### src/rtl/ex_hazard_ctrl_pkg.sv
// ex_hazard_ctrl_pkg: shared forward encodings, FSM states and register-index defaults for the EX hazard controller.
package ex_hazard_ctrl_pkg;
  localparam int REG_ADDR_W = 5;
  localparam int ZERO_REG = 31;
  localparam logic [1:0] FWD_REGFILE = 2'b00;
  localparam logic [1:0] FWD_EXMEM = 2'b10;
  localparam logic [1:0] FWD_WB = 2'b01;
  typedef enum logic {RUN = 1'b0, STALL = 1'b1} state_e;
endpackage

### src/rtl/ex_hazard_ctrl_fwd_select.sv
// fwd_select: priority forward select for one EX operand; EX/MEM beats WB and XZR never forwards.
module fwd_select #(
  parameter int REG_ADDR_W = ex_hazard_ctrl_pkg::REG_ADDR_W,
  parameter int ZERO_REG = ex_hazard_ctrl_pkg::ZERO_REG
) (
  input  logic [REG_ADDR_W-1:0] src_i,
  input  logic [REG_ADDR_W-1:0] mem_rd_i,
  input  logic                  mem_reg_write_i,
  input  logic [REG_ADDR_W-1:0] wb_rd_i,
  input  logic                  wb_reg_write_i,
  output logic [1:0]            fwd_o
);
  import ex_hazard_ctrl_pkg::*;
  logic live;
  always_comb begin
    live = src_i != REG_ADDR_W'(ZERO_REG);
    fwd_o = (live && mem_reg_write_i && mem_rd_i == src_i) ? FWD_EXMEM :
            (live && wb_reg_write_i && wb_rd_i == src_i) ? FWD_WB : FWD_REGFILE;
  end
endmodule

### src/rtl/ex_hazard_ctrl.sv
// ex_hazard_ctrl: EX forwarding selects, load-use stall and branch flush from a shadow rd/rn/rm pipeline.
// Define EX_HAZARD_PERF_CNT_EN to add the stall_cnt/flush_cnt performance counters.
module ex_hazard_ctrl #(
  parameter int REG_ADDR_W = ex_hazard_ctrl_pkg::REG_ADDR_W,
`ifdef EX_HAZARD_PERF_CNT_EN
  parameter int CNT_W = 32,
`endif
  parameter int ZERO_REG = ex_hazard_ctrl_pkg::ZERO_REG
) (
  input  logic                  clk,
  input  logic                  reset,
  input  logic [REG_ADDR_W-1:0] id_rn,
  input  logic [REG_ADDR_W-1:0] id_rm,
  input  logic                  id_uses_rn,
  input  logic                  id_uses_rm,
  input  logic [REG_ADDR_W-1:0] id_rd,
  input  logic                  id_reg_write,
  input  logic                  id_mem_read,
  input  logic                  branch_taken,
  input  logic                  hold,
  output logic [1:0]            forwardA,
  output logic [1:0]            forwardB,
  output logic                  pc_write,
  output logic                  if_id_write,
  output logic                  id_ex_bubble,
  output logic                  if_id_flush,
  output logic                  id_ex_flush,
`ifdef EX_HAZARD_PERF_CNT_EN
  output logic [CNT_W-1:0]      stall_cnt,
  output logic [CNT_W-1:0]      flush_cnt,
`endif
  output logic                  ex_mem_flush
);
  import ex_hazard_ctrl_pkg::*;
  localparam logic [REG_ADDR_W-1:0] ZR = REG_ADDR_W'(ZERO_REG);
  logic [REG_ADDR_W-1:0] ex_rn_q, ex_rm_q, ex_rd_q, mem_rd_q, wb_rd_q;
  logic ex_rw_q, ex_mr_q, mem_rw_q, wb_rw_q;
  logic lu, flush, kill;
  state_e state_q, state_d;
  always_comb begin
    lu = ex_mr_q && ex_rd_q != ZR &&
         ((id_uses_rn && id_rn == ex_rd_q) || (id_uses_rm && id_rm == ex_rd_q)) &&
         !hold && !branch_taken && state_q == RUN;
    flush = branch_taken && !hold;
    kill = lu || flush;
    pc_write = !hold && !lu;
    if_id_write = !hold && !lu;
    id_ex_bubble = lu;
    if_id_flush = flush;
    id_ex_flush = flush;
    ex_mem_flush = flush;
    state_d = hold ? state_q : (lu ? STALL : RUN);
  end
  always_ff @(posedge clk)
    if (reset) state_q <= RUN;
    else state_q <= state_d;
  // Bubbles park every index on XZR so a killed slot can never match a forward compare.
  always_ff @(posedge clk)
    if (reset) begin
      ex_rn_q <= ZR;
      ex_rm_q <= ZR;
      ex_rd_q <= ZR;
      ex_rw_q <= 1'b0;
      ex_mr_q <= 1'b0;
      mem_rd_q <= ZR;
      mem_rw_q <= 1'b0;
      wb_rd_q <= ZR;
      wb_rw_q <= 1'b0;
    end else if (!hold) begin
      ex_rn_q <= kill ? ZR : id_rn;
      ex_rm_q <= kill ? ZR : id_rm;
      ex_rd_q <= kill ? ZR : id_rd;
      ex_rw_q <= !kill && id_reg_write;
      ex_mr_q <= !kill && id_mem_read;
      mem_rd_q <= flush ? ZR : ex_rd_q;
      mem_rw_q <= !flush && ex_rw_q;
      wb_rd_q <= mem_rd_q;
      wb_rw_q <= mem_rw_q;
    end
  fwd_select #(.REG_ADDR_W(REG_ADDR_W), .ZERO_REG(ZERO_REG)) u_fwd_a (
    .src_i(ex_rn_q), .mem_rd_i(mem_rd_q), .mem_reg_write_i(mem_rw_q),
    .wb_rd_i(wb_rd_q), .wb_reg_write_i(wb_rw_q), .fwd_o(forwardA)
  );
  fwd_select #(.REG_ADDR_W(REG_ADDR_W), .ZERO_REG(ZERO_REG)) u_fwd_b (
    .src_i(ex_rm_q), .mem_rd_i(mem_rd_q), .mem_reg_write_i(mem_rw_q),
    .wb_rd_i(wb_rd_q), .wb_reg_write_i(wb_rw_q), .fwd_o(forwardB)
  );
`ifdef EX_HAZARD_PERF_CNT_EN
  always_ff @(posedge clk)
    if (reset) begin
      stall_cnt <= '0;
      flush_cnt <= '0;
    end else begin
      stall_cnt <= stall_cnt + CNT_W'(lu);
      flush_cnt <= flush_cnt + CNT_W'(flush);
    end
`endif
endmodule

### config.mk
export PLATFORM = sky130hd
export DESIGN_NAME = ex_hazard_ctrl
export DESIGN_NICKNAME = d
export VERILOG_FILES = /design/src/rtl/ex_hazard_ctrl_pkg.sv /design/src/rtl/ex_hazard_ctrl_fwd_select.sv /design/src/rtl/ex_hazard_ctrl.sv
export SDC_FILE = /design/constraint.sdc
export NUM_CORES = 1
export LEC_CHECK = 0
export ABC_AREA = 1
export BUFFER_PORTS_ARGS = -buffer_cell sky130_fd_sc_hd__buf_2
export CAP_MARGIN = 30
export CORE_UTILIZATION = 55
export CTS_CLUSTER_SIZE = 14
export DETAILED_ROUTE_END_ITERATION = 7
export GPL_TIMING_DRIVEN = 1
export PLACE_DENSITY = 0.88
export SKIP_LAST_GASP = 1
export SLEW_MARGIN = 10
export SYNTH_ARGS = -nofsm -noshare
export SYNTH_HDL_FRONTEND = slang
export SYNTH_SLANG_ARGS = --single-unit
### constraint.sdc
create_clock -name clk -period 1.6 [get_ports clk]
set_input_delay 0.08 -clock clk [delete_from_list [all_inputs] [get_ports clk]]
set_output_delay 0.08 -clock clk [all_outputs]
set_load 0.05 [all_outputs]
== Yosys cells after proc, flatten, opt, wreduce, memory -nomap -nowiden ==
Cells that the tools add are included.

* Logic and storage cells: 56
* Register bits: 30

* Bitwise operators: 1
* Reductions and logical operators: 27
* Equality and inequality tests: 9
* Mux-type cells: 9

{| class="wikitable"
|+ Operator list
! operator !! number
|-
| == test 5 bit || 6
|-
| logical AND 1 bit || 20
|-
| 2-to-1 mux 5 bit || 4
|-
| != test 5 bit, second input constant || 3
|-
| zero test 1 bit || 5
|-
| 2-to-1 mux 2 bit || 2
|-
| 2-to-1 mux 1 bit || 3
|-
| logical OR 1 bit || 2
|-
| inverter 1 bit || 1
|}

== Depth between registers and ports, before layout ==
* Depth in word-level cells: 10
* Mapped depth: 11
* Gate-level depth less buffers: 10

== Modules after synthesis ==
Synthesis repeated with hierarchy kept, for this count alone.

* Cells, all modules: 319
* Area, all modules: 1934.4 um^2

{| class="wikitable"
|+ By module, submodules not included
! module !! cells an instance !! times used !! area each (um^2)
|-
| ex_hazard_ctrl || 213 || 1 || 1483.9
|-
| fwd_select || 53 || 2 || 225.2
|}

== Worst setup path before layout ==
Ideal clock, no wire load.

* Path kind: register to output
* Start: reg mem_rd_q[4]
* End: out forwardA[0]
* Data arrival time: 2823 ps
* Cell stages (with the launch flop): 5
* Buffers on the path: 0
* Required time: 1520 ps
* Slack: -1303 ps
* Cells stage by stage: dfxtp_1 > xnor2_1 > nand3_1 > nor4_1 > nor2_1

* Word-level cells in the longest chain between the ends: 3

{| class="wikitable"
|+ Ends and longest elaborated chain
! item !! line !! RTL
|-
| start, declared || ex_hazard_ctrl.sv:36 || <nowiki>logic [REG_ADDR_W-1:0] ex_rn_q, ex_rm_q, ex_rd_q, mem_rd_q, wb_rd_q;</nowiki>
|-
| start signal, assigned || ex_hazard_ctrl.sv:75 || <nowiki>mem_rd_q <= flush ? ZR : ex_rd_q;</nowiki>
|-
| == test 5 bit || ex_hazard_ctrl_fwd_select.sv:17 || <nowiki>fwd_o = (live && mem_reg_write_i && mem_rd_i == src_i) ? FWD_EXMEM :</nowiki>
|-
| logical AND 1 bit || ex_hazard_ctrl_fwd_select.sv:17 ||
|-
| 2-to-1 mux 2 bit || ex_hazard_ctrl_fwd_select.sv:17 ||
|-
| end, declared || ex_hazard_ctrl.sv:21 || <nowiki>output logic [1:0] forwardA,</nowiki>
|}

Every way passes these cells.

== Final worst setup path ==
* Start: reg ex_rd_q[3]
* End: out pc_write

* Word-level cells in the longest chain between the ends: 9

{| class="wikitable"
|+ Ends and longest elaborated chain
! item !! line !! RTL
|-
| start, declared || ex_hazard_ctrl.sv:36 ||
|-
| start signal, assigned || ex_hazard_ctrl.sv:72 || <nowiki>ex_rd_q <= kill ? ZR : id_rd;</nowiki>
|-
| == test 5 bit || ex_hazard_ctrl.sv:42 || <nowiki>((id_uses_rn && id_rn == ex_rd_q) || (id_uses_rm && id_rm == ex_rd_q)) &&</nowiki>
|-
| logical AND 1 bit || ex_hazard_ctrl.sv:42 ||
|-
| logical OR 1 bit || ex_hazard_ctrl.sv:42 ||
|-
| logical AND 1 bit (*) || ex_hazard_ctrl.sv:41 || <nowiki>lu = ex_mr_q && ex_rd_q != ZR &&</nowiki>
|-
| logical AND 1 bit (*) || ex_hazard_ctrl.sv:42 ||
|-
| logical AND 1 bit (*) (2 in series) || ex_hazard_ctrl.sv:43 || <nowiki>!hold && !branch_taken && state_q == RUN;</nowiki>
|-
| zero test 1 bit (*) || ex_hazard_ctrl.sv:46 || <nowiki>pc_write = !hold && !lu;</nowiki>
|-
| logical AND 1 bit (*) || ex_hazard_ctrl.sv:46 ||
|-
| end, declared || ex_hazard_ctrl.sv:23 || <nowiki>output logic pc_write,</nowiki>
|}

Every way passes the cells marked *; elsewhere a longest branch is shown, timed or not.

==> metrics.cfg <==
[floorplan]
die_h_um = 59.1
initial_utilization_pct = 58.3
fp.dieW_um = 59.1
dieArea_mm2 = 0.00349
std_cell_rows = 20
core_mm2 = 0.00308
io_pins = 33

[pwr]
power.switching_mw = 0.568
leakagePower_nw = 1.12
seq_power_share_pct = 49.3
ir_drop_uv = 665
combPwrFrac_pct = 23.3
internal_power_mw = 1.17
power_frac_clock_pct = 27.5
p_per_area_mw_per_mm2 = 789
switching_share_pct = 32.6

[layout]
final_cell_mix = 75 x nand2_1, 26 x a21oi_1, 25 x buf_2, 21 x inv_1, 16 x nor2_1
area_growth_pct = 22.9
drive_gt1_share_pct = 32.7
fin_nets = 325
n_antenna_cell = 0
final_common_cell = nand2_1
fin_area_mm2 = 0.00221

[critical_path]
crit_fanout = 4
critPathKind = flop to output pin
cp.required_ns = 1.52
reg2regPathDepth = 12
start_kind = flop
end_kind = output pin
ff2ff_setup_slack_ns = 0.05
critical_path_arrival_ns = 1.61

[route]
drt_pass1_iterations = 4
drt-total-wl_um = 4480
via_per_inst = 5.36
num_vias = 1861
final_antenna_net_count = 0
drc_errors = 0
first_iter_violations = 52
wl_per_cell_um = 12.9

[clock_tree]
cts_tree = done
clk_latency_ns = 0.34
path_clk_slew_ns = 0.09
cts_buffer_depth = 2
clock-sinks = 30
h-tree-depth = 2
cts_root_buffer = clkbuf_4
cts_made_buffers = 5

[synth]
syn_avg_cell_area_um2 = 6.75
synthDistinctLibCells = 31
synth_area_leaders = dfxtp_1 33%, nand2_1 16%, a21oi_1 7.3%
synthesis.nets = 289
yosysWarnings = 0
syn_area_mm2 = 0.00179
yosys.area.top_type_share_pct = 33.5
yosysTopAreaCell = dfxtp_1
seq_area_frac_synth_pct = 33.5
synth_cells = 266
ys_ff_latch = 30

[timing]
fin_crit_ns = 1.69
setup_ws_ns = -0.0881
setup-tns-final_ns = -0.292
fin_skew_ns = 0.00628
whs_ns = 0.0115
relSlewSlack_pct = 69.2
hold_viol = 0
finalMaxSlewViolations = 0
rsz0062_at_grt = yes
tightest_slew_ns = 0.462
fmax_mhz = 592
fin_crit_sh_pct = 106
finalSetupViolCount = 6

[global_route]
grt_pass1_vias = 1722
grt_first_pass_wirelength_um = 7320
grt_max_degree = 34
grt.overflow.total = 0
antenna_found_initial = 0
grt_usage_pct = 28.2

[placement]
dp_slack_ns = 0.229
place_area_mm2 = 0.00199
hpwl_um = 3050
finalWeightedCongestion = 0.929
portBuffers = 32

[run_status]
outcome = complete, but fails checks
failed_checks = negative setup slack

[run]
drv_cap = 0

[worst_hold_path]
holdPathStages = 4
worstHoldPathType = input pin to flop

layer usage:
metal	routed length, um	vias to the layer above	GRT usage, %
met5	0	-	0
met4	70	0	12.2
met3	271	7	6.99
met2	2290	68	48.4
met1	1850	856	33.2
li1	-	930	-
final timing paths:
kind                            startpoint          to
worst min-delay path              id_rd[1]  ex_rd_q[1]
worst max register to register  ex_rd_q[0]  ex_rn_q[2]
worst max-delay path            ex_rd_q[3]    pc_write
worst min register to register     ex_mr_q     ex_mr_q
cells in the mapped netlist:
cell / number
nand2_1: 78
dfxtp_1: 30
a21oi_1: 26
inv_1: 24
nor2_1: 20
nand3_1: 16
nand3_2: 8
o21ai_0: 7
nand3b_1: 6
xor2_1: 6
clkbuf_1: 5
inv_2: 5
o211ai_1: 5
xnor2_1: 4
buf_4: 3
buf_6: 3
a211oi_1: 2
buf_2: 2
nand4_1: 2
nor4_1: 2
or2_2: 2
a221oi_1: 1
clkbuf_8: 1
clkinv_1: 1
inv_6: 1
nand2_2: 1
nand2_4: 1
nor2_4: 1
nor3_1: 1
o2111ai_1: 1
o22ai_1: 1
sequential cells by signal (all words and copies together), names as in the netlist:
name      count
ex_rn_q       5
mem_rw_q      1
wb_rd_q       5
ex_mr_q       1
wb_rw_q       1
state_q       1
ex_rm_q       5
mem_rd_q      5
ex_rw_q       1
ex_rd_q       5
worst max-delay path, stage by stage (launching register included):
cell	delay, ns
dfxtp_4	0.38
inv_4	0.04
nor2_1	0.11
nor2_1	0.08
nand3_1	0.10
nand2_2	0.07
nand2_4	0.08
clkinvlp_4	0.11
nor2_4	0.13
buf_6	0.16
final cells by class:
class,instances,area (um^2)
timing repair buffer,43,287
inverter,31,135
clock inverter,1,5.00
tap,44,55.1
clock buffer,7,55.1
sequential,30,636
fill,269,872
multi-input combinational,191,1030
power groups by stage:
| stage | Combinational [mW] | Sequential [mW] | Clock [mW] |
|---|---|---|---|
| 2_1_floorplan | 0.294 | 0.853 | 0 |
| 3_3_place_gp | 0.356 | 0.867 | 0 |
| 3_5_place_dp | 0.364 | 0.869 | 0 |
| 4_1_cts | 0.384 | 0.853 | 0.484 |
| 5_1_grt | 0.448 | 0.863 | 0.522 |
| 6_report | 0.405 | 0.857 | 0.478 |
repair_timing:
item | in CTS | in global routing
setup buffers | 4 | 2
hold buffers | 0 | 0
gates resized for setup | 27 | 18
pin swaps | 7 | 10
endpoints found under the setup margin | 7 | 15
kinds of logic (layout without fill, tap and decap cells):
logic type             after synthesis  count (layout)  share of synthesized area [%]
AND/OR/NAND/NOR                    138             138                           35.9
buffers and inverters               45              82                           12.3
flip-flops                          30              30                           33.5
XOR/XNOR                            10              10                           4.88
AO/OA/AOI/OAI                       43              43                           13.5
per-stage QoR:
step | total power [mW] | cells | util, %
3_3_place_gp | 1.22 | 333 | 64.7
6_report | 1.74 | 347 | 71.7
4_1_cts | 1.72 | 345 | 69.7
3_5_place_dp | 1.23 | 333 | 64.7
2_1_floorplan | 1.15 | 266 | -
5_1_grt | 1.83 | 347 | 71.7
Power figures use the tool's default switching activity.
